`src/rtl/ila_proc_pkg.sv`:
```
// Shared opcode definitions for the ila_proc_param register machine.
package ila_proc_pkg;

  localparam int unsigned OP_W = 2;

  typedef enum logic [OP_W-1:0] {
    OP_NOP = 2'd0,
    OP_ADD = 2'd1,
    OP_SUB = 2'd2,
    OP_AND = 2'd3
  } op_e;

endpackage

```
`src/rtl/ila_field_dec.sv`:
```
// Splits an instruction word into opcode and register index fields (MSB first: op, rd, rs1, rs2).
module ila_field_dec
  import ila_proc_pkg::*;
#(
  parameter int unsigned RIDX_W = 2
) (
  input  logic [OP_W+3*RIDX_W-1:0] instr,
  output op_e                      op,
  output logic [RIDX_W-1:0]        rd,
  output logic [RIDX_W-1:0]        rs1,
  output logic [RIDX_W-1:0]        rs2
);

  assign op  = op_e'(instr[OP_W+3*RIDX_W-1 -: OP_W]);
  assign rd  = instr[3*RIDX_W-1 -: RIDX_W];
  assign rs1 = instr[2*RIDX_W-1 -: RIDX_W];
  assign rs2 = instr[RIDX_W-1:0];

endmodule

```
`src/rtl/ila_proc_param.sv`:
```
// Tiny parameterised register machine with writable instruction memory and per-op decode counters.
// Define ILA_PROC_COUNTER_EN to build the cnt_add/cnt_sub/cnt_and ports and counter logic.
module ila_proc_param
  import ila_proc_pkg::*;
#(
  parameter int unsigned DATA_W     = 8,
  parameter int unsigned NREG       = 4,
  parameter int unsigned IMEM_DEPTH = 256,
  parameter int unsigned CNT_W      = 8,
  localparam int unsigned RIDX_W    = $clog2(NREG),
  localparam int unsigned PC_W      = $clog2(IMEM_DEPTH),
  localparam int unsigned INSTR_W   = OP_W + 3 * RIDX_W
) (
  input  logic                   clk,
  input  logic                   rst,
  input  logic                   run,
  input  logic                   imem_we,
  input  logic [PC_W-1:0]        imem_addr,
  input  logic [INSTR_W-1:0]     imem_wdata,
  output logic                   valid,
  output logic                   dec_add,
  output logic                   dec_sub,
  output logic                   dec_and,
`ifdef ILA_PROC_COUNTER_EN
  output logic [CNT_W-1:0]       cnt_add,
  output logic [CNT_W-1:0]       cnt_sub,
  output logic [CNT_W-1:0]       cnt_and,
`endif
  output logic [PC_W-1:0]        pc,
  output logic [NREG*DATA_W-1:0] regs
);

  logic [INSTR_W-1:0] imem [IMEM_DEPTH];
  logic [PC_W-1:0]    pc_q;
  logic [DATA_W-1:0]  rf_q [NREG];

  logic [INSTR_W-1:0] instr;
  op_e                op;
  logic [RIDX_W-1:0]  rd;
  logic [RIDX_W-1:0]  rs1;
  logic [RIDX_W-1:0]  rs2;
  logic [DATA_W-1:0]  alu;

  // Instruction memory is deliberately left out of reset so programs survive rst.
  always_ff @(posedge clk) begin
    if (!rst && imem_we) begin
      imem[imem_addr] <= imem_wdata;
    end
  end

  assign instr = imem[pc_q];

  ila_field_dec #(
    .RIDX_W (RIDX_W)
  ) u_field_dec (
    .instr (instr),
    .op    (op),
    .rd    (rd),
    .rs1   (rs1),
    .rs2   (rs2)
  );

  assign valid   = run & ~rst & ~imem_we;
  assign dec_add = valid & (op == OP_ADD);
  assign dec_sub = valid & (op == OP_SUB);
  assign dec_and = valid & (op == OP_AND);

  always_comb begin
    alu = '0;
    case (op)
      OP_ADD:  alu = rf_q[rs1] + rf_q[rs2];
      OP_SUB:  alu = rf_q[rs1] - rf_q[rs2];
      OP_AND:  alu = rf_q[rs1] & rf_q[rs2];
      default: alu = '0;
    endcase
  end

  always_ff @(posedge clk) begin
    if (rst) begin
      pc_q <= '0;
      for (int i = 0; i < NREG; i++) begin
        rf_q[i] <= '0;
      end
    end else if (valid) begin
      pc_q <= pc_q + PC_W'(1);
      if (op != OP_NOP) begin
        rf_q[rd] <= alu;
      end
    end
  end

  assign pc = pc_q;

  for (genvar g = 0; g < NREG; g++) begin : g_regs
    assign regs[g*DATA_W +: DATA_W] = rf_q[g];
  end

`ifdef ILA_PROC_COUNTER_EN
  localparam logic [CNT_W-1:0] CNT_MAX = {CNT_W{1'b1}};

  logic [2:0]       dec_vec;
  logic [CNT_W-1:0] cnt_q [3];

  assign dec_vec = {dec_and, dec_sub, dec_add};

  // A counter at 0 has never seen its op since reset and stays idle until the first decode.
  always_ff @(posedge clk) begin
    if (rst) begin
      for (int i = 0; i < 3; i++) begin
        cnt_q[i] <= '0;
      end
    end else begin
      for (int i = 0; i < 3; i++) begin
        if (dec_vec[i]) begin
          cnt_q[i] <= CNT_W'(1);
        end else if (cnt_q[i] != '0 && cnt_q[i] != CNT_MAX) begin
          cnt_q[i] <= cnt_q[i] + CNT_W'(1);
        end
      end
    end
  end

  assign cnt_add = cnt_q[0];
  assign cnt_sub = cnt_q[1];
  assign cnt_and = cnt_q[2];
`endif

endmodule
```
`config.mk`:
```
export PLATFORM = sky130hd
export DESIGN_NAME = ila_proc_param
export DESIGN_NICKNAME = d
export VERILOG_FILES = /design/src/rtl/ila_proc_pkg.sv /design/src/rtl/ila_field_dec.sv /design/src/rtl/ila_proc_param.sv
export SDC_FILE = /design/constraint.sdc
export NUM_CORES = 2
export LEC_CHECK = 0
export ABC_AREA = 1
export BUFFER_PORTS_ARGS = -buffer_cell sky130_fd_sc_hd__buf_4
export CORE_UTILIZATION = 34
export DETAILED_ROUTE_END_ITERATION = 7
export GPL_ROUTABILITY_DRIVEN = 0
export HOLD_SLACK_MARGIN = 0.02
export SLEW_MARGIN = 5
export SYNTH_ARGS = -nofsm -noshare
export SYNTH_HDL_FRONTEND = slang
export SYNTH_SLANG_ARGS = --single-unit
```
`constraint.sdc`:
```
create_clock -name clk -period 5.3 [get_ports clk]
set_input_delay 1.06 -clock clk [delete_from_list [all_inputs] [get_ports clk]]
set_output_delay 1.06 -clock clk [all_outputs]
set_load 0.02 [all_outputs]
```
==> key figures <==
Global routing
  • Gr ovfl total: 0
  • First-pass GRT wire length: 375900 um
  • Vias in the first global route: 56080
  • Largest net degree at the start of global routing: 138
  • Initial antenna violation count: 7
  • All-Layer GR Usage: 0.1993

Setup path
  • WP data arrival: 4.26 ns
  • Crit-path max cell delay: about 0.44 ns
  • Setup crit end kind: output pin
  • CP Class: reg2out
  • Register-to-Register Setup Slack: 0.12 ns
  • Worst-path maximum fanout: 10
  • Most common cell on crit path: buf_6
  • WP data required: 4.24 ns
  • CP max stage cell: dfxtp_4
  • Worst Reg2Reg Path Length in Cells: 41
  • RR Endpoint: rf_q[3][7]$_DFFE_PP_
  • Startpoint Class: flip-flop
  • CP cell instances: buf_12 -> buf_12 -> buf_4 -> clkbuf_16 -> o21ai_0 -> o22ai_1 -> nor2_1 -> o22ai_2 -> nor2_1 -> o22ai_2 -> nand2_1 -> nand2_1 -> inv_2 -> o21ai_4 -> ha_4 -> buf_6 -> buf_6 -> inv_4 -> buf_6 -> nor2_4 -> buf_6

Route
  • DRT Pass-1 Iters: 6
  • Met3 wire len: 25830 um
  • Via/cell ratio: between 5 and 6
  • WL met1: between 100000 and 150000 um
  • Metal2 WL: 119100 um
  • Total wire length: between 200000 and 300000 um
  • Via Count: 59210
  • Top sig layer: met4
  • Drt first-iter violations: 7572
  • Routed Antenna Nets: 0
  • DRC violations left: 0
  • Wirelength per Cell: between 20 and 25 um

Clock network
  • Hold Buf Count CTS: 0
  • CTS H-tree depth: 4
  • Clock sink total: 2096
  • Clock Path Buffers: 3
  • Clk_lat worst skew: 0.87 ns
  • CTS tree: yes
  • TritonCTS buffer count: between 200 and 250
  • CTS root buf: clkbuf_16
  • CTS clk-pin slew, worst paths: 0.06 ns

Floorplan
  • Initial core utilization: 0.3430
  • Ports: 64
  • Core area: 249300 um2
  • Die height: 503.5 um
  • Number of core rows: 183
  • DIE AREA: around 250000 um2
  • Die Width: between 500 and 600 um

STA
  • Peak Freq: 188.0 MHz
  • # setup viols final: 1
  • RSZ-0062 raised after global routing: yes
  • Hold Slack: 0.4199 ns
  • Slew headroom: 0.2491
  • Final max-slew violation count: 0
  • Final clock skew: 0.04879 ns
  • Final min period: 5.320 ns
  • Least-Margin Pin Slew: 1.125 ns
  • PnR worst setup slack: -0.01980 ns
  • TNS Setup: -0.01980 ns
  • Fin crit share: 1.004
  • Final Hold Viols: 0

Worst hold path
  • Hold path depth: 2
  • HP Class: in2reg
  • Hold path startpoint: rst
  • Worst hold path endpoint: pc[0]$_SDFFE_PP0P_

Logic synthesis
  • Yosys warns: 0
  • Yosys cell types: 37
  • Async set-reset flop share out of synthesis: 0
  • Post-synthesis cell count: 7033
  • Syn Nets: 7067
  • Flops & latches, synth: 2096
  • Ys flop type: edfxtp_1
  • Area of the mapped netlist: 85520 um2
  • Avg Cell Area, Syn: around 12 um2
  • Register area share after synthesis: 0.7341
  • Post-synth EDFFs: 2080

Pwr
  • Total Power: 35.49 mW
  • P_leak: 34.81 nW
  • Switching part of the total power: 0.2318
  • Cell Int Power: 27.27 mW
  • Power density cells: between 300 and 400 nW/um2
  • Peak VDD IR: 0.0002668 V
  • Clock power frac: 0.407
  • P_sw: roughly 8 mW
  • Combinational Power Share: 0.078
  • Sequential share of power: 0.515

Placed design
  • Dpl hpwl: 155200 um
  • Count of input and output buffers: 63
  • Placement Setup Slack: -0.3882 ns

Status
  • Status: finished with violations
  • Failing checks: negative setup slack

Finish
  • NumNets Final: 7442
  • Area growth syn-to-layout: 19.50%
  • Commonest non-fill, non-tap cell in the layout: edfxtp_1
  • Most frequent cells in the layout: edfxtp_1, nand2_1, nor2_1, nand3_1, o21ai_0
  • Util after Layout: 0.4099
  • Layout cells sized above 1: 0.1500

Job
  • Maxcap violations: 0
## critical path, delay by kind of cell, from the launching register on
family	cells	cell delay [ns]
adders and majority gates	1	0.21
and+or+nand+nor	5	0.49
DFF	1	0.44
buffers and inverters	10	1.22
AOI/OAI and AO/OA	5	1.01
## final cells by class
type,instances,area [um2]
Clock inverter,134,1149
Timing Repair Buffer,649,7390
Inverter,92,400.4
Clock buffer,256,5490
Sequential cell,2096,62800
Antenna cell,4,10.01
Multi-Input combinational cell,4355,20680
Fill cell,22860,147200
Timing Repair inverter,5,110.1
Tap cell,3330,4167
## metal layers
metal / track usage / up-vias
li1: - / 26240
met1: 0.2746 / 29330
met2: 0.3105 / 3151
met3: 0.03581 / 483
met4: 0.08058 / 0
met5: 0 / -
## stage by stage
step                      instance area, um2  instances
after floorplan                        85520       7033
after global placement                 92190      10430
after detailed placement               92190      10430
after CTS                             100100      10860
after global routing                  102200      10920
final                                 102200      10920
## worst max-delay path by stage
stage | start | to | slack (ns)
floorplan | flip-flop | rf_q[1][7]$_SDFFCE_PN0P_ | 0.41
global placement | flip-flop | rf_q[2][7]$_SDFFCE_PN0P_ | -0.62
detailed placement | flip-flop | rf_q[1][7]$_SDFFCE_PN0P_ | -0.39
CTS | flip-flop | dec_sub | -0.005
global route | flip-flop | rf_q[1][7]$_SDFFCE_PN0P_ | -0.15
finish | flip-flop | dec_sub | -0.02
## flip-flops by register name, indices dropped and copies added (netlist names), named ones only
signal,count
rf_q,32
imem,2048
pc,8
## kinds of logic (layout without fill, tap and decap cells)
logic type	count (synthesis)	after routing	share of synthesized area
compound gates	1049	1049	0.06720
xor+xnor	8	8	0.0008194
fa+ha+maj	14	14	0.002136
buf+inv	582	1136	0.03478
flops	2096	2096	0.7341
mux	1	1	0.0001171
other cells	0	4	0
simple gates	3283	3283	0.1608
## power groups by stage
stage	Sequential [mW]	Combinational, mW	Clock, mW
4_1_cts	18.3	2.45	14.6
2_1_floorplan	18.6	1.23	0
6_report	18.3	2.76	14.5
5_1_grt	18.3	2.95	15.2
3_5_place_dp	18.6	2.27	0
3_3_place_gp	18.6	2.26	0
## Yosys cell counts (all sizes together), types with 3 or more instances
cell type / number / area (um2)
dfxtp: 16 / 320.3
nand3: 1070 / 5390
o31ai: 3 / 32.53
inv: 90 / 342.8
xor2: 8 / 70.07
nand2: 1190 / 4494
o22ai: 321 / 2008
o32ai: 15 / 131.4
buf: 308 / 1941
clkbuf: 182 / 683.2
o21ai: 682 / 3413
nor2: 1009 / 3787
ha: 13 / 162.7
nor3: 6 / 30.03
o21bai: 3 / 22.52
a21oi: 21 / 105.1
nand4: 6 / 37.54
edfxtp: 2080 / 62460
## repair_timing
action,CTS,global route
endpoints found under the hold margin,0,0
resized for setup,117,315
endpoints found under the setup margin,11,11
setup buffers,22,44
pin swaps,27,80
gates cloned,20,27
Power figures use the tool's default switching activity.
